### src/rtl/alu_pkg.sv
// alu_pkg: shared types for the sequential ALU.
//   e_alu_op    - 4-bit operation code presented by the control unit.
//   e_alu_state - FSM state of alu_seq, also exported on its debug port.
//   needs_iter  - true for operations that go through the iterative core.
package alu_pkg;

    typedef enum logic [3:0] {
        ADD  = 4'd0,
        SUB  = 4'd1,
        AND  = 4'd2,
        OR   = 4'd3,
        XOR  = 4'd4,
        NAND = 4'd5,
        NOR  = 4'd6,
        XNOR = 4'd7,
        SL   = 4'd8,
        SR   = 4'd9,
        ROR  = 4'd10,
        ROL  = 4'd11,
        MUL  = 4'd12,
        DIV  = 4'd13,
        MOD  = 4'd14
    } e_alu_op;

    typedef enum logic [1:0] {
        IDLE = 2'd0,
        CALC = 2'd1,
        DONE = 2'd2
    } e_alu_state;

    // Divide by zero bypasses the iterative core and finishes in one cycle.
    function automatic logic needs_iter(input e_alu_op op, input logic b_zero);
        return (op == MUL) || (((op == DIV) || (op == MOD)) && !b_zero);
    endfunction

endpackage

### src/rtl/alu_seq_if.sv
// alu_seq_if: request/response bundle between the control unit and alu_seq.
//   Request : in_valid, in_ready, op, srcA, srcB, cin, sign
//   Response: out_valid, out_ready, result, result_hi,
//             zero, cout, gt, equal, overflow, div0
// Handshake: a transfer happens on a rising clock edge where valid and ready
// are both high. The sender holds its payload stable while valid is high and
// ready is low; ready never depends combinationally on valid.
// master = control unit side, slave = ALU side.
interface alu_seq_if #(parameter int WORD = 8);
    import alu_pkg::*;

    logic              in_valid;
    logic              in_ready;
    e_alu_op           op;
    logic [WORD-1:0]   srcA;
    logic [WORD-1:0]   srcB;
    logic              cin;
    logic              sign;
    logic              out_valid;
    logic              out_ready;
    logic [WORD-1:0]   result;
    logic [WORD-1:0]   result_hi;
    logic              zero;
    logic              cout;
    logic              gt;
    logic              equal;
    logic              overflow;
    logic              div0;

    modport master (
        output in_valid, op, srcA, srcB, cin, sign, out_ready,
        input  in_ready, out_valid, result, result_hi,
               zero, cout, gt, equal, overflow, div0
    );

    modport slave (
        input  in_valid, op, srcA, srcB, cin, sign, out_ready,
        output in_ready, out_valid, result, result_hi,
               zero, cout, gt, equal, overflow, div0
    );

endinterface

### src/rtl/alu_iter_core.sv
// alu_iter_core: shared shift-add multiplier / restoring divider.
//   clk, rst_n : clock, async active-low reset
//   start      : load operands (one cycle pulse)
//   is_div     : 1 = divide, 0 = multiply
//   sign       : operands are two's complement
//   a, b       : operands (multiplicand/multiplier or dividend/divisor)
//   busy       : iterations still outstanding
//   lo, hi     : MUL -> {hi,lo} product; DIV -> lo quotient, hi remainder
// Works on magnitudes and applies the sign correction on the outputs.
module alu_iter_core #(parameter int WORD = 8) (
    input  logic            clk,
    input  logic            rst_n,
    input  logic            start,
    input  logic            is_div,
    input  logic            sign,
    input  logic [WORD-1:0] a,
    input  logic [WORD-1:0] b,
    output logic            busy,
    output logic [WORD-1:0] lo,
    output logic [WORD-1:0] hi
);
    localparam int WSIZE = $clog2(WORD);

    logic [WSIZE:0]      cnt;
    logic [WORD-1:0]     acc;
    logic [WORD-1:0]     q;
    logic [WORD-1:0]     bm;
    logic                div_r;
    logic                neg_x;
    logic                neg_a;
    logic [WORD-1:0]     a_mag;
    logic [WORD-1:0]     b_mag;
    logic [2*WORD-1:0]   first;
    logic [2*WORD-1:0]   prod_n;

    // One iteration on {acc,q}. Divide: shift in the next dividend bit and
    // keep the trial difference if it did not go negative. Multiply: add
    // the multiplicand when the current multiplier bit is set, shift right.
    function automatic logic [2*WORD-1:0] step(input logic d,
                                               input logic [WORD-1:0] acc_i,
                                               input logic [WORD-1:0] q_i,
                                               input logic [WORD-1:0] bm_i);
        logic [WORD:0] t;
        if (d) begin
            t = {acc_i, q_i[WORD-1]} - {1'b0, bm_i};
            if (!t[WORD]) step = {t[WORD-1:0], q_i[WORD-2:0], 1'b1};
            else          step = {acc_i[WORD-2:0], q_i[WORD-1], q_i[WORD-2:0], 1'b0};
        end else begin
            t = q_i[0] ? ({1'b0, acc_i} + {1'b0, bm_i}) : {1'b0, acc_i};
            step = {t, q_i[WORD-1:1]};
        end
    endfunction

    assign a_mag = (sign && a[WORD-1]) ? -a : a;
    assign b_mag = (sign && b[WORD-1]) ? -b : b;

    // The first iteration is folded into the load cycle, so together with
    // the WORD-1 counted iterations the owning FSM spends WORD cycles in CALC.
    assign first = step(is_div, '0, a_mag, b_mag);

    always_ff @(posedge clk or negedge rst_n) begin
        if (!rst_n) begin
            cnt   <= '0;
            acc   <= '0;
            q     <= '0;
            bm    <= '0;
            div_r <= 1'b0;
            neg_x <= 1'b0;
            neg_a <= 1'b0;
        end else if (start) begin
            {acc, q} <= first;
            bm       <= b_mag;
            div_r    <= is_div;
            neg_x    <= sign && (a[WORD-1] ^ b[WORD-1]);
            neg_a    <= sign && a[WORD-1];
            cnt      <= (WSIZE+1)'(WORD-1);
        end else if (cnt != '0) begin
            {acc, q} <= step(div_r, acc, q, bm);
            cnt      <= cnt - (WSIZE+1)'(1);
        end
    end

    assign busy   = (cnt != '0);
    assign prod_n = neg_x ? -{acc, q} : {acc, q};
    // Quotient truncates toward zero; remainder follows the dividend sign.
    assign lo = div_r ? (neg_x ? -q : q) : prod_n[WORD-1:0];
    assign hi = div_r ? (neg_a ? -acc : acc) : prod_n[2*WORD-1:WORD];

endmodule

### src/rtl/alu_seq.sv
// alu_seq: multi-cycle ALU between register-file read and writeback.
//   clk, rst_n : clock, async active-low reset
//   bus        : alu_seq_if slave (request/response handshake, operands,
//                registered result/result_hi and flags)
//   dbg_state  : current FSM state
// Single-cycle ops finish IDLE -> DONE; MUL and DIV/MOD with non-zero
// divisor go IDLE -> CALC (WORD cycles) -> DONE. DONE holds outputs until
// out_ready.
module alu_seq
    import alu_pkg::*;
#(parameter int WORD = 8) (
    input  logic        clk,
    input  logic        rst_n,
    alu_seq_if.slave    bus,
    output e_alu_state  dbg_state
);
    localparam int WSIZE = $clog2(WORD);

    e_alu_state        state;
    e_alu_op           op_r;
    logic [WORD-1:0]   a_r;
    logic [WORD-1:0]   b_r;
    logic              sign_r;
    logic              accept;
    logic              core_start;
    logic              core_busy;
    logic [WORD-1:0]   core_lo;
    logic [WORD-1:0]   core_hi;

    assign bus.in_ready = (state == IDLE);
    assign dbg_state    = state;
    assign accept       = bus.in_valid && bus.in_ready;
    assign core_start   = accept && needs_iter(bus.op, bus.srcB == '0);

    alu_iter_core #(.WORD(WORD)) u_core (
        .clk    (clk),
        .rst_n  (rst_n),
        .start  (core_start),
        .is_div (bus.op != MUL),
        .sign   (bus.sign),
        .a      (bus.srcA),
        .b      (bus.srcB),
        .busy   (core_busy),
        .lo     (core_lo),
        .hi     (core_hi)
    );

    // Single-cycle datapath, evaluated on the request inputs.
    logic [WSIZE-1:0]   shmt;
    logic [WORD:0]      add_w;
    logic [WORD:0]      sub_w;
    logic [WORD+1:0]    add_s;
    logic [WORD+1:0]    sub_s;
    logic [2*WORD-1:0]  rol_w;
    logic [2*WORD-1:0]  ror_w;
    logic [WORD-1:0]    sra;
    logic [WORD-1:0]    sc_result;
    logic [WORD-1:0]    sc_hi;
    logic               sc_cout;
    logic               sc_ovf;
    logic               sc_div0;
    logic               gt_in;
    logic               gt_r;

    assign shmt  = bus.srcB[WSIZE-1:0];
    assign add_w = {1'b0, bus.srcA} + (WORD+1)'(bus.cin) + {1'b0, bus.srcB};
    assign sub_w = {1'b0, bus.srcA} + (WORD+1)'(bus.cin) - {1'b0, bus.srcB};
    // Two guard bits: the signed result fits iff the top three bits agree.
    assign add_s = {{2{bus.srcA[WORD-1]}}, bus.srcA} + (WORD+2)'(bus.cin)
                 + {{2{bus.srcB[WORD-1]}}, bus.srcB};
    assign sub_s = {{2{bus.srcA[WORD-1]}}, bus.srcA} + (WORD+2)'(bus.cin)
                 - {{2{bus.srcB[WORD-1]}}, bus.srcB};
    // Rotates via a doubled word so any shift amount wraps naturally.
    assign rol_w = {bus.srcA, bus.srcA} << shmt;
    assign ror_w = {bus.srcA, bus.srcA} >> shmt;
    assign sra   = $signed(bus.srcA) >>> shmt;

    always_comb begin
        sc_result = '0;
        sc_hi     = '0;
        sc_cout   = 1'b0;
        sc_ovf    = 1'b0;
        sc_div0   = 1'b0;
        case (bus.op)
            ADD: begin
                {sc_cout, sc_result} = add_w;
                sc_ovf = (add_s[WORD+1] != add_s[WORD]) || (add_s[WORD] != add_s[WORD-1]);
            end
            SUB: begin
                {sc_cout, sc_result} = sub_w;
                sc_ovf = (sub_s[WORD+1] != sub_s[WORD]) || (sub_s[WORD] != sub_s[WORD-1]);
            end
            AND:  sc_result = bus.srcA & bus.srcB;
            OR:   sc_result = bus.srcA | bus.srcB;
            XOR:  sc_result = bus.srcA ^ bus.srcB;
            NAND: sc_result = ~(bus.srcA & bus.srcB);
            NOR:  sc_result = ~(bus.srcA | bus.srcB);
            XNOR: sc_result = ~(bus.srcA ^ bus.srcB);
            SL:   sc_result = bus.srcA << shmt;
            SR:   sc_result = bus.sign ? sra : (bus.srcA >> shmt);
            ROL:  sc_result = rol_w[2*WORD-1:WORD];
            ROR:  sc_result = ror_w[WORD-1:0];
            // Only reached with a zero divisor; other divides use the core.
            DIV, MOD: begin
                sc_result = '1;
                sc_hi     = bus.srcA;
                sc_div0   = 1'b1;
            end
            default: ;
        endcase
    end

    assign gt_in = bus.sign ? ($signed(bus.srcA) > $signed(bus.srcB)) : (bus.srcA > bus.srcB);
    assign gt_r  = sign_r ? ($signed(a_r) > $signed(b_r)) : (a_r > b_r);

    // Iterative-op results and flags, taken when the core finishes.
    logic [WORD-1:0] iter_res;
    logic            mul_ovf;
    logic            div_ovf;

    assign iter_res = (op_r == MOD) ? core_hi : core_lo;
    assign mul_ovf  = sign_r ? (core_hi != {WORD{core_lo[WORD-1]}}) : (core_hi != '0);
    assign div_ovf  = (op_r == DIV) && sign_r && (a_r == {1'b1, {(WORD-1){1'b0}}}) && (b_r == '1);

    always_ff @(posedge clk or negedge rst_n) begin
        if (!rst_n) begin
            state         <= IDLE;
            op_r          <= ADD;
            a_r           <= '0;
            b_r           <= '0;
            sign_r        <= 1'b0;
            bus.out_valid <= 1'b0;
            bus.result    <= '0;
            bus.result_hi <= '0;
            bus.zero      <= 1'b0;
            bus.cout      <= 1'b0;
            bus.gt        <= 1'b0;
            bus.equal     <= 1'b0;
            bus.overflow  <= 1'b0;
            bus.div0      <= 1'b0;
        end else begin
            case (state)
                IDLE: begin
                    if (accept) begin
                        op_r   <= bus.op;
                        a_r    <= bus.srcA;
                        b_r    <= bus.srcB;
                        sign_r <= bus.sign;
                        if (core_start) begin
                            state <= CALC;
                        end else begin
                            state         <= DONE;
                            bus.out_valid <= 1'b1;
                            bus.result    <= sc_result;
                            bus.result_hi <= sc_hi;
                            bus.zero      <= (sc_result == '0);
                            bus.cout      <= sc_cout;
                            bus.gt        <= gt_in;
                            bus.equal     <= (bus.srcA == bus.srcB);
                            bus.overflow  <= sc_ovf;
                            bus.div0      <= sc_div0;
                        end
                    end
                end
                CALC: begin
                    if (!core_busy) begin
                        state         <= DONE;
                        bus.out_valid <= 1'b1;
                        bus.result    <= iter_res;
                        bus.result_hi <= core_hi;
                        bus.zero      <= (iter_res == '0);
                        bus.cout      <= 1'b0;
                        bus.gt        <= gt_r;
                        bus.equal     <= (a_r == b_r);
                        bus.overflow  <= (op_r == MUL) ? mul_ovf : div_ovf;
                        bus.div0      <= 1'b0;
                    end
                end
                DONE: begin
                    if (bus.out_ready) begin
                        state         <= IDLE;
                        bus.out_valid <= 1'b0;
                    end
                end
                default: state <= IDLE;
            endcase
        end
    end

endmodule

### src/flat_wrapper.sv
// flat-port wrapper written by rule: the top's interface ports become plain ports
module alu_seq_flat import alu_pkg::*;
#(parameter int WORD = 8)
  (clk, rst_n, dbg_state, bus_in_valid, bus_op, bus_srcA, bus_srcB, bus_cin, bus_sign, bus_out_ready, bus_in_ready, bus_out_valid, bus_result, bus_result_hi, bus_zero, bus_cout, bus_gt, bus_equal, bus_overflow, bus_div0);
  alu_seq_if #(.WORD(WORD)) bus_i ();
  input  logic clk;
  input  logic rst_n;
  output e_alu_state dbg_state;
  input wire logic [$bits(bus_i.in_valid)-1:0] bus_in_valid;
  input wire logic [$bits(bus_i.op)-1:0] bus_op;
  input wire logic [$bits(bus_i.srcA)-1:0] bus_srcA;
  input wire logic [$bits(bus_i.srcB)-1:0] bus_srcB;
  input wire logic [$bits(bus_i.cin)-1:0] bus_cin;
  input wire logic [$bits(bus_i.sign)-1:0] bus_sign;
  input wire logic [$bits(bus_i.out_ready)-1:0] bus_out_ready;
  output wire logic [$bits(bus_i.in_ready)-1:0] bus_in_ready;
  output wire logic [$bits(bus_i.out_valid)-1:0] bus_out_valid;
  output wire logic [$bits(bus_i.result)-1:0] bus_result;
  output wire logic [$bits(bus_i.result_hi)-1:0] bus_result_hi;
  output wire logic [$bits(bus_i.zero)-1:0] bus_zero;
  output wire logic [$bits(bus_i.cout)-1:0] bus_cout;
  output wire logic [$bits(bus_i.gt)-1:0] bus_gt;
  output wire logic [$bits(bus_i.equal)-1:0] bus_equal;
  output wire logic [$bits(bus_i.overflow)-1:0] bus_overflow;
  output wire logic [$bits(bus_i.div0)-1:0] bus_div0;
  assign bus_i.in_valid = bus_in_valid;
  assign bus_i.op = bus_op;
  assign bus_i.srcA = bus_srcA;
  assign bus_i.srcB = bus_srcB;
  assign bus_i.cin = bus_cin;
  assign bus_i.sign = bus_sign;
  assign bus_i.out_ready = bus_out_ready;
  assign bus_in_ready = bus_i.in_ready;
  assign bus_out_valid = bus_i.out_valid;
  assign bus_result = bus_i.result;
  assign bus_result_hi = bus_i.result_hi;
  assign bus_zero = bus_i.zero;
  assign bus_cout = bus_i.cout;
  assign bus_gt = bus_i.gt;
  assign bus_equal = bus_i.equal;
  assign bus_overflow = bus_i.overflow;
  assign bus_div0 = bus_i.div0;
  alu_seq #(.WORD(WORD)) u_core (.clk(clk), .rst_n(rst_n), .bus(bus_i), .dbg_state(dbg_state));
endmodule
### config.mk
export PLATFORM = sky130hd
export DESIGN_NAME = alu_seq_flat
export DESIGN_NICKNAME = d
export VERILOG_FILES = /design/src/rtl/alu_pkg.sv /design/src/rtl/alu_seq_if.sv /design/src/rtl/alu_iter_core.sv /design/src/rtl/alu_seq.sv /design/src/flat_wrapper.sv
export SDC_FILE = /design/constraint.sdc
export NUM_CORES = 1
export LEC_CHECK = 0
export BUFFER_PORTS_ARGS = -buffer_cell sky130_fd_sc_hd__buf_2
export CAP_MARGIN = 5
export CORE_ASPECT_RATIO = 1.2
export CORE_UTILIZATION = 40
export DETAILED_ROUTE_END_ITERATION = 7
export HOLD_SLACK_MARGIN = 0.12
export MAX_ROUTING_LAYER = met4
export PLACE_DENSITY = 0.59
export SLEW_MARGIN = 10
export SYNTH_ARGS = -nofsm -noshare
export SYNTH_HDL_FRONTEND = slang
export SYNTH_SLANG_ARGS = --single-unit
### constraint.sdc
create_clock -name clk -period 3.6 [get_ports clk]
set_clock_uncertainty 0.1 [all_clocks]
set_input_delay 0.36 -clock clk [delete_from_list [all_inputs] [get_ports clk]]
set_output_delay 0.36 -clock clk [all_outputs]
set_load 0.03 [all_outputs]
# Word level (Yosys, flattened, before mapping)
# Cells that the tools add are included.
[classes]
n_addsub = 15
order_cmp = 4
n_eq_ne = 33
shift = 5
mux = 71
bitwise_logic = 7
n_reduce_logical = 29
[ops]
columns = ["operator", "count"]
rows = [
  ["2-to-1 mux 8 bit", 20],
  ["case mux 8 bit (13 select lines)", 1],
  ["2-to-1 mux 16 bit", 5],
  ["equality test 4 bit, second input constant", 10],
  ["greater-than comparator 8 bit", 4],
  ["negation 8 bit", 4],
  ["case mux 8 bit (2 select lines)", 2],
  ["2-to-1 mux 1 bit", 26],
  ["zero test 8 bit", 3],
  ["inverter 8 bit", 3],
  ["subtractor 9 x 8 -> 9 bit", 2],
  ["equality test 4 x 3 -> 1 bit, second input constant", 4],
  ["equality test 8 bit", 2],
  ["equality test 8 bit, second input constant", 2],
  ["negation 16 bit", 1],
  ["case mux 1 bit (2 select lines)", 8],
  ["<< shifter 16 x 3 -> 16 bit", 1],
  ["right shift 16 x 3 -> 8 bit", 1],
  ["adder 10 bit", 1],
  ["subtractor 10 bit", 1],
  ["adder 8 x 1 -> 9 bit", 1],
  ["adder 8 x 2 -> 9 bit", 1],
  ["adder 8 x 8 -> 9 bit", 1],
  ["adder 9 x 8 -> 9 bit", 1],
  ["other kinds (36)", 59],
]
[word_totals]
register_bits = 77
inputBits = 26
output_inout_bits = 26
wordCells = 185

# Depth between registers and ports, before layout
# Gate-level depths: netlist (run 1).
[depth]
ltp_word = 8
depth_mapped = 15
ltp_nobuf = 15

# By module
# A second synthesis (run 1) with hierarchy kept.
[unflattened]
cells_unflattened = 1126
area_unflattened_um2 = 9213.8
[modules_own_cells]
columns = ["mod", "instances", "cells_per_inst", "area_each_um2", "seq_area_each_um2"]
rows = [
  ["alu_seq", 1, 683, 5761.8, 1151.1],
  ["alu_iter_core", 1, 443, 3452.1, 775.7],
]

# Worst setup path before layout (run 1)
# Ideal clock, no wire load.
[synth_path]
kind = "in2reg"
start = "input bus_srcB[2]"
end = "register u_core.bus.zero"
setup_time_ns = 0.073
arrival_ns = 3.033
required_ns = 3.427
setup_slack_ns = 0.394
path_stages = 12
path_buffers = 3
cell_sequence = "clkbuf_1 -> inv_1 -> clkbuf_1 -> buf_1 -> ha_1 -> a221oi_1 -> or4_1 -> a21oi_1 -> or4_1 -> a21oi_1 -> nand4_1 -> a2bb2oi_2"
[synth_between]
elab_chain_cells = 7
word_cells_on_any_way = 26
[synth_rtl]
columns = ["item", "line_no", "rtl"]
rows = [
  ["from (decl)", "flat_wrapper.sv:12", "input wire logic [$bits(bus_i.srcB)-1:0] bus_srcB;"],
  ["branches (longest 7 deep; another with subtractor 9 x 8 -> 9 bit)", "--", ""],
  ["to (signal assigned)", "alu_seq.sv:156", "bus.zero <= (sc_result == '0);"],
  ["to (signal assigned)", "alu_seq.sv:171", "bus.zero <= (iter_res == '0);"],
  ["to (decl)", "alu_seq_if.sv:39", "zero, cout, gt, equal, overflow, div0"],
]
# Several ways; the timed one is not identified. The select of a mux whose other input is x is not followed.
# A chain may end at the register's enable or synchronous reset.

# Worst setup path after layout (run 1)
[layout_path]
start = "input bus_cin"
end = "register u_core.bus.zero"
[layout_between]
elab_chain_cells = 7
word_cells_on_any_way = 8
[layout_rtl]
columns = ["item", "line_no", "rtl"]
rows = [
  ["from (decl)", "flat_wrapper.sv:13", "input wire logic [$bits(bus_i.cin)-1:0] bus_cin;"],
  ["adder 8 x 1 -> 9 bit (*)", "alu_seq.sv:66, alu_seq.sv:67", ""],
  ["subtractor 9 x 8 -> 9 bit or adder 9 x 8 -> 9 bit (tied branches)", "alu_seq.sv:67, alu_seq.sv:66", ""],
  ["case mux 8 bit (13 select lines) (*)", "alu_seq.sv:84", "case (bus.op)"],
  ["zero test 8 bit (*)", "alu_seq.sv:156", ""],
  ["2-to-1 mux 1 bit (*)", "alu_seq.sv:149", "if (core_start) begin"],
  ["2-to-1 mux 1 bit (*)", "alu_seq.sv:144", "if (accept) begin"],
  ["case mux 1 bit (2 select lines) (*)", "alu_seq.sv:142", "case (state)"],
]
# Mark *: on every way between the ends. The rest lies on a longest branch, timed or not. The select of a mux whose other input is x is not followed.

==> flow_summary.json, run 1 <==
{
  "status": "finished clean",
  "cts_tree": "built",
  "slew_headroom": 0.3279,
  "clk_latency_ns": 0.34,
  "die_h_um": 165.2,
  "rsz0062_at_grt": "no",
  "grt_overflow": 0,
  "numCtsBuffers": 9,
  "synth_edf_count": 0,
  "area_growth_syn_to_layout_pct": 11.18,
  "top_layer_used": "met4",
  "path_clk_slew_ns": 0.07,
  "cts.sinks": 77,
  "wl_met2_um": 14790,
  "cts_hold_buffers": 1,
  "rows": 59,
  "core-area_mm2": 0.02170,
  "syn_inst": 1111,
  "crit_required_ns": 3.77,
  "period_share": 0.8673,
  "peakVddDrop_v": 0.0009023,
  "fillers": 2233,
  "holdPathEnd": "u_core.a_r[6]",
  "wirelength_um": 31070,
  "grt_pass1_wl_um": 48680,
  "worst_pin_slew_ns": 1.008,
  "critPathMaxFanout": 3,
  "synth_nets": 1220,
  "power.density_mw_per_mm2": 734.3,
  "worst-path-buf-inv": 2,
  "final_antenna_net_count": 0,
  "critPathSlowestCell": "nor4b_1",
  "synth-seq-area-share": 0.2171,
  "pin_count": 52,
  "endpoint_kind": "flip-flop",
  "final_layout_size_suffix_gt1_frac": 0.1500,
  "final-hold-violation-count": 0,
  "wl_met1_um": 12510,
  "wl_per_cell_um": 21.67,
  "synth-main-ff-cell": "dfrtp_1",
  "hold_path_depth": 3,
  "cts-root-buf": "clkbuf_16",
  "n_antenna_cell": 0,
  "syn-cell-area_mm2": 0.008876,
  "setup_violations": 0,
  "grt_max_degree": 78,
  "grt_pass1_vias": 8650,
  "finalNetCount": 1264,
  "ys.warnings.count": 0,
  "dieArea_mm2": 0.02279,
  "critPathArrivalTime_ns": 3.29,
  "fin_tns_setup_ns": 0,
  "drt-vias-per-instance": 6.184,
  "syn_area_per_cell_um2": 7.989,
  "cts_setup_buffers": 0,
  "vias": 8868,
  "yosysUniqueCellTypes": 85,
  "die_x_um": 138.0,
  "async_flop_share": 1.000,
  "gp_congestion": 0.9714,
  "startpoint_type": "primary input",
  "cts_buffer_depth": 2,
  "r2r_setup_slack_ns": 0.59,
  "antenna_found_initial": 0,
  "crit_path_max_incr_delay_ns": 0.48,
  "hold_path.class": "primary input to flip-flop",
  "holdWs_ns": 0.3403,
  "met3_length_um": 1814,
  "port_buffers": 51,
  "drt_iter0_drc": 879,
  "max_freq_mhz": 320.3,
  "min_period_ns": 3.122,
  "grt_usage": 0.2904,
  "seq_area_mm2": 0.001927,
  "cap_violations": 0,
  "crit_path_start": "bus_cin",
  "initial_core_util": 0.4090,
  "hp-start": "bus_srcA[6]",
  "ys_seq_elements": 77,
  "rr_worst_depth": 12,
  "multi_input_area_mm2": 0.006392,
  "hpwl_um": 23690,
  "htree_levels": 3,
  "cpLargestDelayFamily": "simple AND/OR/NAND/NOR gates",
  "leakage_nw": 4.205,
  "rr_startpoint": "u_core.u_core.q[7]",
  "crit_type": "primary input to flip-flop",
  "slew_viol_final": 0,
  "crit_chain": "buf_2 -> ha_1 -> ha_1 -> inv_1 -> fa_1 -> o21bai_1 -> a21oi_1 -> mux2i_1 -> nor4b_1 -> nand4_1 -> nor4_2 -> nand4_1 -> a2bb2oi_2",
  "firstDrtPassIters": 5,
  "postCtsResizedCells": 0,
  "r2r_end": "u_core.u_core.acc[7]",
  "drcViolationCount": 0
}
==> logic make-up after synthesis <==
kind of cell	count (synthesis)	share of synthesized area
flip-flops	77	0.2171
multiplexers	64	0.09684
AND/OR/NAND/NOR	372	0.2100
adder cells (fa/ha/maj)	84	0.1215
AO/OA/AOI/OAI	330	0.2450
XOR/XNOR	46	0.04624
buffers and inverters	138	0.06329
==> how the worst max path moves through the flow <==
stage / end / slack [ns] / cells after the start
global route: u_core.bus.overflow / 0.22 / 14
global placement: u_core.bus.cout / 0.24 / 14
floorplan: u_core.bus.zero / 0.39 / 12
CTS: u_core.bus.cout / 0.48 / 14
finish: u_core.bus.zero / 0.48 / 13
detailed placement: u_core.bus.cout / 0.12 / 14
==> stage by stage <==
step / instances / setup slack, ns / util / power (mW) / area, um^2
floorplan: 1111 / 0.3942 / - / 5.061 / 8876
global placement: 1417 / 0.2378 / 0.4413 / 6.269 / 9577
detailed placement: 1417 / 0.1170 / 0.4413 / 6.327 / 9577
CTS: 1434 / 0.4764 / 0.4547 / 7.248 / 9868
global route: 1434 / 0.2237 / 0.4547 / 7.867 / 9868
finish: 1434 / 0.4778 / 0.4547 / 7.247 / 9868
==> synthesized netlist by cell type (18+ instances only) <==
master | count | share of area
inv_1 | 59 | 0.025
nand2_1 | 116 | 0.049
a21oi_1 | 70 | 0.039
ha_1 | 79 | 0.11
o21ai_0 | 75 | 0.042
nor3_1 | 31 | 0.017
o21ai_1 | 18 | 0.010
clkbuf_1 | 51 | 0.022
xnor2_1 | 34 | 0.034
nand3_1 | 30 | 0.017
nor2_1 | 81 | 0.034
mux2i_1 | 33 | 0.037
dfrtp_1 | 77 | 0.22
==> layout by cell type (no fill, tap or decap), types with 12 or more instances in the layout <==
cell | synthesis | layout
a211oi_1 | 15 | 15
a21oi_1 | 70 | 70
a22oi_1 | 15 | 15
a31oi_1 | 12 | 12
buf_2 | 17 | 50
buf_4 | 2 | 57
dfrtp_1 | 77 | 77
ha_1 | 79 | 79
inv_1 | 59 | 59
mux2_2 | 12 | 12
mux2i_1 | 33 | 33
mux4_2 | 16 | 16
nand2_1 | 116 | 116
nand2b_1 | 17 | 17
nand3_1 | 30 | 30
nand4_1 | 13 | 13
nor2_1 | 81 | 81
nor2b_1 | 13 | 13
nor3_1 | 31 | 30
o211ai_1 | 17 | 17
o21ai_0 | 75 | 75
o21ai_1 | 18 | 18
o31ai_1 | 13 | 13
xnor2_1 | 34 | 34
==> per-layer routing <==
layer	up-vias	GRT usage
met4	0	0.1749
met2	362	0.4677
li1	4193	-
met3	105	0.02991
met1	4208	0.3487
met5	-	-
==> tightest hold or removal path, delay by kind of cell <==
kind            cells  cell delay [ns]
buf+inv             2             0.20
compound gates      1             0.18
==> sequential cells by signal (all words and copies together) (netlist names), 2 cells and up <==
register,cells
u_core.a_r,8
u_core.b_r,8
u_core.bus.result,8
u_core.bus.result_hi,8
u_core.dbg_state,2
u_core.op_r,4
u_core.u_core.acc,8
u_core.u_core.bm,8
u_core.u_core.cnt,4
u_core.u_core.q,8
==> area by class of cell <==
| type | instances | area share |
|---|---|---|
| repair buffers | 108 | 0.06974 |
| well taps | 274 | 0.03474 |
| multi-input cells | 896 | 0.6478 |
| inverters | 63 | 0.02396 |
| flip-flops and latches | 77 | 0.1953 |
| clock inverters | 7 | 0.005706 |
| clock buffers | 9 | 0.02282 |
==> where the power goes <==
group / internal [mW] / leakage [nW] / total (mW) / switching, mW
clock: 0.475 / 0.125 / 0.883 / 0.408
combinational: 1.91 / 3.12 / 4.60 / 2.69
sequential: 1.28 / 0.957 / 1.76 / 0.481
total: 3.67 / 4.21 / 7.25 / 3.58
Note: power is estimated with default switching activity, not from simulation.
==> run 2, diff against run 1 <==
- clock period: 3.6 -> 3.95 ns (I/O delays scaled with it)
==> flow_summary.json, run 2 (synthesized netlist as in run 1, its figures left out) <==
{
  "worst_pin_slew_ns": 0.9936,
  "crit_type": "flip-flop to flip-flop",
  "pin_count": 52,
  "die_x_um": 138.0,
  "antenna_found_initial": 0,
  "path_clk_slew_ns": 0.06,
  "grt_pass1_wl_um": 48090,
  "setup_violations": 0,
  "drt_iter0_drc": 721,
  "cap_violations": 0,
  "final-hold-violation-count": 0,
  "n_antenna_cell": 0,
  "finalNetCount": 1251,
  "cts_buffer_depth": 2,
  "period_share": 0.8171,
  "vias": 8890,
  "dieArea_mm2": 0.02279,
  "crit_required_ns": 4.10,
  "firstDrtPassIters": 5,
  "grt_pass1_vias": 8553,
  "cts.sinks": 77,
  "cts_setup_buffers": 0,
  "rr_startpoint": "u_core.u_core.q[7]",
  "power.density_mw_per_mm2": 671.2,
  "postCtsResizedCells": 0,
  "cts_tree": "built",
  "place_ws_ns": 0.4614,
  "hold_path.class": "flip-flop to flip-flop",
  "layout_common_cells": "116 x nand2_1, 81 x nor2_1, 79 x ha_1",
  "final_antenna_net_count": 0,
  "max_freq_mhz": 309.8,
  "final.setup.worst_slack_ns": 0.7226,
  "r2r_setup_slack_ns": 0.72,
  "min_period_ns": 3.227,
  "area_growth_syn_to_layout_pct": 9.839,
  "gp_congestion": 0.9606,
  "cts-root-buf": "clkbuf_16",
  "drt-vias-per-instance": 6.261,
  "htree_levels": 3,
  "grt_overflow": 0,
  "initial_core_util": 0.4090,
  "status": "finished clean",
  "crit_path_start": "u_core.u_core.q[7]",
  "holdWs_ns": 0.3697,
  "cp-endpoint": "u_core.u_core.acc[7]",
  "die_h_um": 165.2,
  "peakVddDrop_v": 0.0006453,
  "rows": 59,
  "drcViolationCount": 0,
  "dpl-instance-area_mm2": 0.009479,
  "final_layout_size_suffix_gt1_frac": 0.1370,
  "port_buffers": 51,
  "grt_usage": 0.2854,
  "final_common_cell": "nand2_1",
  "fin_area_mm2": 0.009749,
  "fin_tns_setup_ns": 0,
  "hpwl_um": 23010,
  "startpoint_type": "flip-flop",
  "slew_viol_final": 0,
  "slew_headroom": 0.3359,
  "endpoint_kind": "flip-flop",
  "core-area_mm2": 0.02170,
  "rsz0062_at_grt": "no",
  "cts_hold_buffers": 1,
  "power_mw": 6.544,
  "wl_per_cell_um": 21.65,
  "numCtsBuffers": 9,
  "rr_worst_depth": 11,
  "critPathArrivalTime_ns": 3.37,
  "clk_latency_ns": 0.33,
  "leakage_nw": 4.149,
  "r2r_end": "u_core.u_core.acc[7]",
  "grt_max_degree": 54,
  "critPathMaxFanout": 8,
  "wirelength_um": 30750
}
-- run 2: how the worst min path moves through the flow --
stage | slack [ns] | cells past startpoint | from | endpoint
after global routing | 0.41 | 2 | u_core.bus.result_hi[3] | u_core.bus.result_hi[3]
after CTS | 0.37 | 2 | u_core.bus.equal | u_core.bus.equal
final | 0.37 | 2 | u_core.bus.equal | u_core.bus.equal
after floorplan | -0.0006 | 0 | rst_n | u_core.a_r[0]
after global placement | 0.36 | 2 | u_core.bus.equal | u_core.bus.equal
after detailed placement | 0.36 | 2 | u_core.bus.equal | u_core.bus.equal
-- run 2: worst max-delay path, cell delays in order (launching register included) --
cell	delay [ns]
dfrtp_1	0.44
inv_1	0.11
ha_1	0.25
fa_1	0.41
nor2b_1	0.20
o2111ai_1	0.16
a31oi_1	0.17
nor2_1	0.08
xnor2_2	0.50
mux2i_1	0.18
mux2_2	0.31
a211oi_1	0.22
-- run 2: routing by layer --
metal	vias to the layer above	share of wire	global-route usage
met3	88	0.043	0.03022
met5	-	0	-
met1	4339	0.42	0.3407
met2	299	0.48	0.4582
li1	4164	-	-
met4	0	0.061	0.1793
-- run 2: power by group --
part           switching, mW  internal (mW)  leakage (nW)
combinational           2.43           1.73          3.06
sequential             0.458           1.17         0.957
clock                  0.323          0.438         0.129
total                   3.21           3.33          4.15
-- run 2: metrics by stage --
stage	util	cells
4_1_cts	0.4492	1420
3_5_place_dp	0.4368	1404
3_3_place_gp	0.4368	1404
6_report	0.4492	1420
2_1_floorplan	-	1111
5_1_grt	0.4492	1420
-- run 2: cell type report --
type / instances / area [um^2]
multi-input cells: 896 / 6392
fillers: 2263 / 11950
flip-flops and latches: 77 / 1927
clock inverters: 2 / 10.01
inverters: 63 / 236.5
repair buffers: 95 / 590.6
clock buffers: 13 / 250.2
well taps: 274 / 342.8
==> run 3, diff against run 2 <==
- ABC_AREA: not set -> 1
- clock period: 3.95 -> 3.2 ns (I/O delays scaled with it)
==> flow_summary.json, run 3 <==
{
  "cpLargestDelayFamily": "simple AND/OR/NAND/NOR gates",
  "combPwrFrac": 0.645,
  "rows": 59,
  "startpoint_type": "primary input",
  "hold_path.class": "primary input to flip-flop",
  "power.density_mw_per_mm2": 876.3,
  "vias": 9677,
  "grt_max_degree": 53,
  "die_h_um": 165.9,
  "synth_most_common_cell": "nand2_1",
  "period_share": 0.8845,
  "gp_congestion": 0.9824,
  "crit_path_max_incr_delay_ns": 0.30,
  "syn_area_per_cell_um2": 6.225,
  "critPathArrivalTime_ns": 2.99,
  "synth_simple_gate_area_frac": 0.3767,
  "final.setup.worst_slack_ns": 0.3696,
  "clk_latency_ns": 0.34,
  "synth_fa_ha_area_frac": 0.1194,
  "numCtsBuffers": 9,
  "synth_top_area_frac": 0.2153,
  "synth-xor-area-share": 0.02740,
  "core-area_mm2": 0.02185,
  "hpwl_um": 25830,
  "final_layout_size_suffix_gt1_frac": 0.1096,
  "cpMostUsedCell": "nand2_1",
  "wl_per_cell_um": 18.24,
  "p_sw_mw": 4.591,
  "port_buffers": 51,
  "rsz0062_at_grt": "no",
  "finalNetCount": 1610,
  "utilization": 0.4565,
  "async_flop_share": 1.000,
  "instances_no_fill": 1780,
  "setup_violations": 0,
  "drt-vias-per-instance": 5.437,
  "wirelength_um": 32460,
  "endpoint_kind": "flip-flop",
  "area_growth_syn_to_layout_pct": 11.45,
  "grt_pass1_wl_um": 51540,
  "cts.sinks": 77,
  "layout_common_cells": "423 x nand2_1, 158 x inv_1, 153 x nand3_1",
  "cap_violations": 0,
  "min_period_ns": 2.830,
  "critPathSlowestCell": "ha_1",
  "slew_headroom": 0.5073,
  "drcViolationCount": 0,
  "critPathMaxFanout": 4,
  "synth_edf_count": 0,
  "crit_required_ns": 3.36,
  "cts_tree": "built",
  "worst-path-buf-inv": 4,
  "p_int_mw": 4.150,
  "swShare": 0.5252,
  "syn-cell-area_mm2": 0.008951,
  "fin_tns_setup_ns": 0,
  "status": "finished clean",
  "pin_count": 52,
  "synth_top_family_by_area": "simple AND/OR/NAND/NOR gates",
  "dp.cells": 1763,
  "grt_pass1_vias": 9220,
  "slew_viol_final": 0,
  "final_common_cell": "nand2_1",
  "cts_hold_buffers": 1,
  "firstDrtPassIters": 6,
  "max_freq_mhz": 353.3,
  "synth_nets": 1547,
  "leakage_nw": 5.265,
  "grt_overflow": 0,
  "ys_seq_elements": 77,
  "crit_chain": "buf_2 -> ha_1 -> ha_1 -> nand3_1 -> nor2_1 -> nand2_1 -> nor2_1 -> inv_1 -> nand2_1 -> inv_1 -> ha_1 -> nor2_1 -> nand3_1 -> nand2_1 -> nand2_1 -> nand2_1 -> o21ai_0 -> nor2_1 -> buf_4 -> nand3_1 -> a21oi_1",
  "cts-root-buf": "clkbuf_16",
  "peakVddDrop_v": 0.0003264,
  "worst_pin_slew_ns": 0.7391,
  "n_antenna_cell": 0,
  "cts_buffer_depth": 2,
  "htree_levels": 3,
  "ys.warnings.count": 0,
  "final_antenna_net_count": 0,
  "seq_power_share": 0.224,
  "synthTopCellsByArea": "dfrtp_1 22%, nand2_1 18%, ha_1 11%",
  "synth-seq-area-share": 0.2153,
  "antenna_found_initial": 0,
  "yosysUniqueCellTypes": 57,
  "initial_core_util": 0.4096,
  "synth_top_area_cell": "dfrtp_1",
  "synth-main-ff-cell": "dfrtp_1",
  "die_x_um": 138.6,
  "path_clk_slew_ns": 0.06,
  "syn_inst": 1438,
  "dieArea_mm2": 0.02298,
  "cts_setup_buffers": 0,
  "grt_usage": 0.2958,
  "postCtsResizedCells": 0,
  "synth.top_cells.by_count": "423 x nand2_1, 158 x inv_1, 153 x nand3_1",
  "muxShareOfSynthArea": 0,
  "final-hold-violation-count": 0,
  "pwr-share-clk": 0.131,
  "place_ws_ns": 0.06083,
  "synth_compound_area_frac": 0.1594,
  "drt_iter0_drc": 816,
  "crit_type": "primary input to flip-flop"
}
run 3: cell types whose count changed after synthesis, moves of 16 or more:
cell	before	now
mux2i_1	33	0
clkbuf_1	51	13
nand2b_1	17	0
inv_1	59	158
nand2_1	116	423
nand2_2	0	16
mux4_2	16	0
o21ai_0	75	100
nand3_1	30	153
nor2_1	81	140
xnor2_1	34	3
run 3: cell type report:
| cell class | instances | area (um^2) |
|---|---|---|
| clock buffer | 12 | 256.5 |
| clock inverter | 4 | 70.07 |
| fill | 2386 | 11880 |
| inverter | 170 | 646.9 |
| multi-input combinational | 1144 | 6112 |
| sequential | 77 | 1927 |
| tap | 274 | 342.8 |
| timing repair buffer | 99 | 620.6 |
run 3: per-stage QoR:
step / area, um^2 / hold slack, ns / total power, mW
global placement: 9639 / 0.3216 / 7.511
CTS: 9976 / 0.2496 / 8.746
finish: 9976 / 0.2720 / 8.742
detailed placement: 9639 / 0.3339 / 7.565
global route: 9976 / 0.2867 / 9.558
floorplan: 8951 / -0.07559 / 5.958
run 3: logic make-up after synthesis:
| logic type | Yosys count |
|---|---|
| AND/OR/NAND/NOR | 791 |
| adder cells (fa/ha/maj) | 83 |
| flip-flops | 77 |
| XOR/XNOR | 28 |
| AO/OA/AOI/OAI | 242 |
| buffers and inverters | 217 |
run 3: worst reg2reg max path: cells and delay by family, from the launching register on:
kind | cells | cell delay [ns]
adders and majority gates | 2 | 0.68
and+or+nand+nor | 6 | 0.48
buffers and inverters | 2 | 0.32
AOI/OAI and AO/OA | 4 | 0.53
DFF | 1 | 0.46
run 3: routing by layer:
| metal | part of all wire | vias up | GRT usage | wire, um |
|---|---|---|---|---|
| li1 | - | 4852 | - | - |
| met1 | 0.42 | 4469 | 0.3514 | 13690 |
| met2 | 0.50 | 294 | 0.5189 | 16240 |
| met3 | 0.045 | 62 | 0.02336 | 1446 |
| met4 | 0.033 | 0 | 0.1128 | 1082 |
| met5 | 0 | - | - | 0 |
run 3: path summary, 6_finish.rpt:
path                                    startpoint                       to  slack (ns)  cells past startpoint
max                                    bus_srcA[0]          u_core.bus.zero        0.37                     21
min                                      bus_op[0]           u_core.op_r[0]        0.27                      3
max reg2reg                     u_core.u_core.q[7]     u_core.u_core.acc[4]        0.48                     14
min reg2reg                u_core.bus.result_hi[4]  u_core.bus.result_hi[4]        0.38                      2
max in group asynchronous                    rst_n           u_core.op_r[0]        1.84                      3
min in group asynchronous                    rst_n     u_core.u_core.acc[6]        0.48                      2
run 3: power groups by stage:
stage               clock network, mW  logic, mW  registers [mW]
floorplan                           0       3.91            2.05
global placement                    0       5.55            1.96
detailed placement                  0       5.59            1.97
CTS                              1.16       5.62            1.96
global route                     1.20       6.34            2.02
finish                           1.15       5.64            1.96
